**src/rtl/man_pkg.sv**
```systemverilog
// Shared state encoding and line-code helpers for the Manchester frame transmitter.
package man_pkg;

    typedef enum logic [1:0] {
        ST_IDLE  = 2'd0,
        ST_START = 2'd1,
        ST_DATA  = 2'd2,
        ST_STOP  = 2'd3
    } state_t;

    localparam logic CONV_IEEE   = 1'b0;
    localparam logic CONV_THOMAS = 1'b1;

    // Level driven during the first half of a bit; the second half is its inverse.
    function automatic logic first_half(input logic bit_val, input logic conv);
        return (conv == CONV_THOMAS) ? bit_val : ~bit_val;
    endfunction

endpackage

```
**src/rtl/man_halfbit_tick.sv**
```systemverilog
// Half-bit divider: counts 0..HALF_BIT_DIV-1 and flags the wrap cycle as a tick.
module man_halfbit_tick #(
    parameter int HALF_BIT_DIV = 4
) (
    input  logic clk,
    input  logic in_rst_n,
    input  logic in_clear,
    output logic out_tick,
    output logic out_tick_next
);

    localparam int CW = (HALF_BIT_DIV > 1) ? $clog2(HALF_BIT_DIV) : 1;
    localparam logic [CW-1:0] CNT_LAST = CW'(HALF_BIT_DIV - 1);

    logic [CW-1:0] r_cnt;
    logic [CW-1:0] w_cnt_next;

    always_comb begin
        if (in_clear) begin
            w_cnt_next = '0;
        end else if (r_cnt == CNT_LAST) begin
            w_cnt_next = '0;
        end else begin
            w_cnt_next = r_cnt + 1'b1;
        end
    end

    always_ff @(posedge clk or negedge in_rst_n) begin
        if (!in_rst_n) begin
            r_cnt <= '0;
        end else begin
            r_cnt <= w_cnt_next;
        end
    end

    assign out_tick      = (r_cnt == CNT_LAST);
    // Lets the parent register a pulse that must line up with the coming tick.
    assign out_tick_next = (w_cnt_next == CNT_LAST);

endmodule

```
**src/rtl/man_enc_tx.sv**
```systemverilog
// Manchester frame transmitter: optional start bit, DATA_W data bits, one stop period.
//   state    | meaning
//   ST_IDLE  | line at IDLE_LEVEL, ready for a word when enabled
//   ST_START | sending the encoded '1' start bit
//   ST_DATA  | sending data bits from the shift register
//   ST_STOP  | one bit period at IDLE_LEVEL before returning to idle
module man_enc_tx
    import man_pkg::*;
#(
    parameter int DATA_W       = 8,
    parameter int HALF_BIT_DIV = 4,
    parameter bit CONVENTION   = 1'b0,
    parameter bit START_BIT    = 1'b1,
    parameter bit MSB_FIRST    = 1'b1,
    parameter bit IDLE_LEVEL   = 1'b0
) (
    input  logic              clk,
    input  logic              in_rst_n,
    input  logic              in_enable,
    input  logic [DATA_W-1:0] in_data,
    input  logic              in_valid,
    output logic              out_ready,
    output logic              out_data,
    output logic              out_busy,
    output logic              out_done,
    output logic              out_abort
);

    localparam int BW = $clog2(DATA_W + 1);
    localparam logic [BW-1:0] BIT_LAST = BW'(DATA_W - 1);

    state_t              r_state;
    logic                r_half;
    logic [BW-1:0]       r_bit_cnt;
    logic [DATA_W-1:0]   r_shift;
    logic                r_out_data;
    logic                r_ready;
    logic                r_busy;
    logic                r_done;
    logic                r_abort;

    state_t              w_state_next;
    logic                w_half_next;
    logic [BW-1:0]       w_bit_cnt_next;
    logic [DATA_W-1:0]   w_shift_next;
    logic                w_out_next;
    logic                w_done_next;
    logic                w_accept;
    logic                w_abort;
    logic                w_clear;
    logic                w_tick;
    logic                w_tick_next;
    logic [DATA_W-1:0]   w_shift_adv;

    function automatic logic lead_bit(input logic [DATA_W-1:0] v);
        return MSB_FIRST ? v[DATA_W-1] : v[0];
    endfunction

    // r_ready already implies ST_IDLE; in_enable is re-checked so a same-cycle drop blocks accept.
    assign w_accept    = r_ready & in_valid & in_enable;
    assign w_abort     = (r_state != ST_IDLE) & ~in_enable;
    assign w_clear     = (r_state == ST_IDLE) | w_abort;
    assign w_shift_adv = MSB_FIRST ? (r_shift << 1) : (r_shift >> 1);

    man_halfbit_tick #(
        .HALF_BIT_DIV (HALF_BIT_DIV)
    ) u_tick (
        .clk           (clk),
        .in_rst_n      (in_rst_n),
        .in_clear      (w_clear),
        .out_tick      (w_tick),
        .out_tick_next (w_tick_next)
    );

    always_comb begin
        w_state_next   = r_state;
        w_half_next    = r_half;
        w_bit_cnt_next = r_bit_cnt;
        w_shift_next   = r_shift;
        w_out_next     = r_out_data;

        case (r_state)
            ST_IDLE: begin
                w_out_next = IDLE_LEVEL;
                if (w_accept) begin
                    w_shift_next   = in_data;
                    w_half_next    = 1'b0;
                    w_bit_cnt_next = '0;
                    if (START_BIT) begin
                        w_state_next = ST_START;
                        w_out_next   = first_half(1'b1, CONVENTION);
                    end else begin
                        w_state_next = ST_DATA;
                        w_out_next   = first_half(lead_bit(in_data), CONVENTION);
                    end
                end
            end
            ST_START: begin
                if (w_tick) begin
                    if (!r_half) begin
                        w_half_next = 1'b1;
                        w_out_next  = ~r_out_data;
                    end else begin
                        w_half_next  = 1'b0;
                        w_state_next = ST_DATA;
                        w_out_next   = first_half(lead_bit(r_shift), CONVENTION);
                    end
                end
            end
            ST_DATA: begin
                if (w_tick) begin
                    if (!r_half) begin
                        w_half_next = 1'b1;
                        w_out_next  = ~r_out_data;
                    end else begin
                        w_half_next    = 1'b0;
                        w_shift_next   = w_shift_adv;
                        w_bit_cnt_next = r_bit_cnt + 1'b1;
                        if (r_bit_cnt == BIT_LAST) begin
                            w_state_next = ST_STOP;
                            w_out_next   = IDLE_LEVEL;
                        end else begin
                            w_out_next = first_half(lead_bit(w_shift_adv), CONVENTION);
                        end
                    end
                end
            end
            ST_STOP: begin
                w_out_next = IDLE_LEVEL;
                if (w_tick) begin
                    if (!r_half) begin
                        w_half_next = 1'b1;
                    end else begin
                        w_half_next    = 1'b0;
                        w_bit_cnt_next = '0;
                        w_state_next   = ST_IDLE;
                    end
                end
            end
            default: begin
                w_state_next = ST_IDLE;
                w_out_next   = IDLE_LEVEL;
            end
        endcase

        if (w_abort) begin
            w_state_next   = ST_IDLE;
            w_half_next    = 1'b0;
            w_bit_cnt_next = '0;
            w_out_next     = IDLE_LEVEL;
        end

        // Registered done must appear during the final STOP cycle, so look one tick ahead.
        w_done_next = (w_state_next == ST_STOP) & w_half_next & w_tick_next;
    end

    always_ff @(posedge clk or negedge in_rst_n) begin
        if (!in_rst_n) begin
            r_state    <= ST_IDLE;
            r_half     <= 1'b0;
            r_bit_cnt  <= '0;
            r_shift    <= '0;
            r_out_data <= IDLE_LEVEL;
            r_ready    <= 1'b0;
            r_busy     <= 1'b0;
            r_done     <= 1'b0;
            r_abort    <= 1'b0;
        end else begin
            r_state    <= w_state_next;
            r_half     <= w_half_next;
            r_bit_cnt  <= w_bit_cnt_next;
            r_shift    <= w_shift_next;
            r_out_data <= w_out_next;
            r_ready    <= (w_state_next == ST_IDLE) & in_enable;
            r_busy     <= (w_state_next != ST_IDLE);
            r_done     <= w_done_next;
            r_abort    <= w_abort;
        end
    end

    assign out_ready = r_ready;
    assign out_data  = r_out_data;
    assign out_busy  = r_busy;
    assign out_done  = r_done;
    assign out_abort = r_abort;

endmodule

```
**config.mk**
```make
export PLATFORM = sky130hd
export DESIGN_NAME = man_enc_tx
export DESIGN_NICKNAME = d
export VERILOG_FILES = /design/src/rtl/man_pkg.sv /design/src/rtl/man_halfbit_tick.sv /design/src/rtl/man_enc_tx.sv
export SDC_FILE = /design/constraint.sdc
export NUM_CORES = 1
export LEC_CHECK = 0
export BUFFER_PORTS_ARGS = -buffer_cell sky130_fd_sc_hd__buf_4
export CORE_MARGIN = 10
export CORE_UTILIZATION = 45
export DETAILED_ROUTE_END_ITERATION = 10
export GPL_ROUTABILITY_DRIVEN = 1
export MAX_ROUTING_LAYER = met4
export PLACE_DENSITY = 0.73
export SKIP_LAST_GASP = 1
export SYNTH_ARGS = -nofsm -noshare
export SYNTH_HDL_FRONTEND = slang
export SYNTH_HIERARCHICAL = 1
export SYNTH_SLANG_ARGS = --single-unit
```
**constraint.sdc**
```tcl
create_clock -name clk -period 2 [get_ports clk]
set_clock_uncertainty 0.2 [all_clocks]
set_input_delay 0.3 -clock clk [delete_from_list [all_inputs] [get_ports clk]]
set_output_delay 0.3 -clock clk [all_outputs]
set_load 0.05 [all_outputs]
```
==> out/qor.yml <==
status: "complete, no violations"
drv_cap: 0
final_util_pct: 58.71
layout-drive-gt1-share_pct: 23.31
fmax_mhz: 531.0
fin_nets: 148
report.final.slew_viol_count: 0
cts_buffers: 3
start_util_pct: 48.82
layout_common_cells: "22 x dfrtp_1, 21 x buf_4, 17 x nor2_1"
r2r_slack_ns: 0.12
viasPerCell: 5.565
syn_avg_cell_area_um2: 9.832
die_y_um: 69.69
path_max_fanout: 6
synth_warnings: 6
core_um2: 2276
hold_class: "input pin to flip-flop"
p_leak_nw: 0.6311
place.gp.congestion: 0.8547
cts_tree: "yes"
crit_family: "compound AO/OA/AOI/OAI gates"
post-route-period-util_pct: 94.16
yosys_register_bits: 22
boundaryPins: 17
regToRegStartpoint: "u_tick/r_cnt[0]$_DFF_PN0_"
cts_hold_buf: 2
worst-path-buf-inv: 0
die_x_um: 69.69
synth_cells: 113
synth_cell_types: 34
mostFrequentLayoutCell: "dfrtp_1"
place.port_buffers: 16
antenna_found_initial: 0
htree_levels: 1
synth_seq_area_share_pct: 49.55
track_usage_pct: 10.15
clkLatencyLatePin_ns: 0.33
worstMarginPinSlew_ns: 0.5438
ant_nets: 0
setup_viol: 0
grt_overflow: 0
path_depth: 5
hold_viol_final: 0
critPathCapture: "r_bit_cnt[2]$_DFFE_PN0P_"
power_density_nw_per_um2: 1080
netlist_area_um2: 1111
cp_slowest_cell: "dfrtp_1"
post_cts_buffers: 0
finalSetupTns_ns: 0
cp_data_required_time_ns: 2.02
die_area_um2: 4857
peakVddDrop_mv: 0.8459
crit_start: "u_tick/r_cnt[0]$_DFF_PN0_"
endpoint_kind: "flip-flop"
grt_pass1_vias: 900
synth.net_count: 127
row_count: 17
clockBufferDepth: 2
avgRoutedWirePerCell_um: 14.58
drtPass1Iterations: 4
clock-sinks: 22
ctsRootBufferMaster: "clkbuf_4"
path_clk_slew_ns: 0.14
rsz0062_at_grt: "no"
start_kind: "flip-flop"
rr_worst_depth: 5
cp.arrival_ns: 1.91
wl_um: 2348
r2r_end: "r_bit_cnt[2]$_DFFE_PN0P_"
antenna_cells: 0
grt_max_degree: 23
hpwl_um: 1733
power.total_mw: 1.443
crit_type: "flip-flop to flip-flop"
grt_pass1_wl_um: 4133
path_cells: "ha_1 > a21bo_2 > a21oi_1 > nor3_1 > a221o_1"
period_needed_ns: 1.883
cts_resized: 0
vias: 896
slowest_delay_ns: 0.43
syn_to_final_growth_pct: 20.27
drt_iter0_markers: 88
relSlewSlack_pct: 63.53
drc: 0
[per-layer routing]
metal	share of wire, %	track usage, %
met5	0	-
met4	0.98	2.826
met3	6.6	3.566
met2	47	16.03
met1	46	11.93
[layout make-up]
type                            count  area, µm²
Multi-Input combinational cell     84      520.5
Clock inverter                      1      30.03
Sequential cell                    22      550.5
Fill cell                         187      939.7
Clock buffer                        3      22.52
Timing Repair Buffer               23      177.7
Tap cell                           28      35.03
[state kept, by name (all words and copies together) (netlist names)]
| register | flops |
|---|---|
| out_done | 1 |
| out_data | 1 |
| r_bit_cnt | 4 |
| r_shift | 8 |
| u_tick/r_cnt | 2 |
| out_busy | 1 |
| r_state | 2 |
| out_ready | 1 |
| out_abort | 1 |
| r_half | 1 |
[cell usage after synthesis (all sizes together)]
cell type | instances | area share [%]
nor3b | 2 | 1.4
and2 | 2 | 1.4
o21ai | 5 | 2.3
a2bb2oi | 1 | 0.79
a21boi | 1 | 0.68
clkbuf | 3 | 1.2
a221o | 1 | 0.90
ha | 2 | 2.3
buf | 4 | 2.4
o22ai | 7 | 3.9
a21o | 1 | 0.68
nor4 | 1 | 0.56
nor2 | 17 | 5.7
a21oi | 4 | 1.8
nand3 | 9 | 4.5
nor3 | 3 | 1.4
xnor2 | 3 | 2.4
mux2i | 1 | 0.90
dfrtp | 22 | 50
nand2b | 2 | 1.1
nor4b | 1 | 1.4
nor2b | 5 | 2.8
o211a | 1 | 0.90
or3 | 2 | 1.1
o31ai | 1 | 1.1
and3b | 2 | 1.6
a21bo | 1 | 0.90
a311oi | 1 | 0.79
nand2 | 7 | 2.4
nand4b | 1 | 1.4
[cell families (layout without fill, tap and decap cells)]
logic type	count (synthesis)	count (layout)	synth area share, %
AND/OR/NAND/NOR	54	54	26.58
AO/OA/AOI/OAI	24	24	14.75
flip-flops	22	22	49.55
buffers and inverters	7	27	3.603
XOR/XNOR	3	3	2.365
adder cells (fa/ha/maj)	2	2	2.252
multiplexers	1	1	0.9009
[worst min-delay path by stage]
stage          startpoint                  end  slack (ns)  depth (start not counted)
2_1_floorplan    in_rst_n  out_abort$_DFF_PN0_       -0.20                          0
4_1_cts         in_enable  out_abort$_DFF_PN0_        0.01                          2
6_report        in_enable  out_abort$_DFF_PN0_        0.02                          2
3_5_place_dp     in_rst_n  out_abort$_DFF_PN0_       0.008                          1
3_3_place_gp     in_rst_n  out_abort$_DFF_PN0_       0.005                          1
5_1_grt         in_enable  out_abort$_DFF_PN0_       0.008                          2
[stage by stage]
stage / area [µm²] / setup slack (ns) / std cells / hold slack [ns]
final: 1336 / 0.1168 / 161 / 0.01915
after global routing: 1336 / 0.02887 / 161 / 0.008130
after CTS: 1336 / 0.1257 / 161 / 0.01467
after detailed placement: 1264 / 0.1372 / 155 / 0.007817
after global placement: 1264 / 0.2020 / 155 / 0.004782
after floorplan: 1111 / 0.07389 / 113 / -0.1956
[where the power goes]
group	switching, mW	leakage, nW	internal [mW]	total (mW)
Sequential	0.0895	0.280	0.564	0.654
Combinational	0.258	0.323	0.184	0.441
Clock	0.145	0.0279	0.203	0.348
Note: power is estimated with default switching activity, not from simulation.
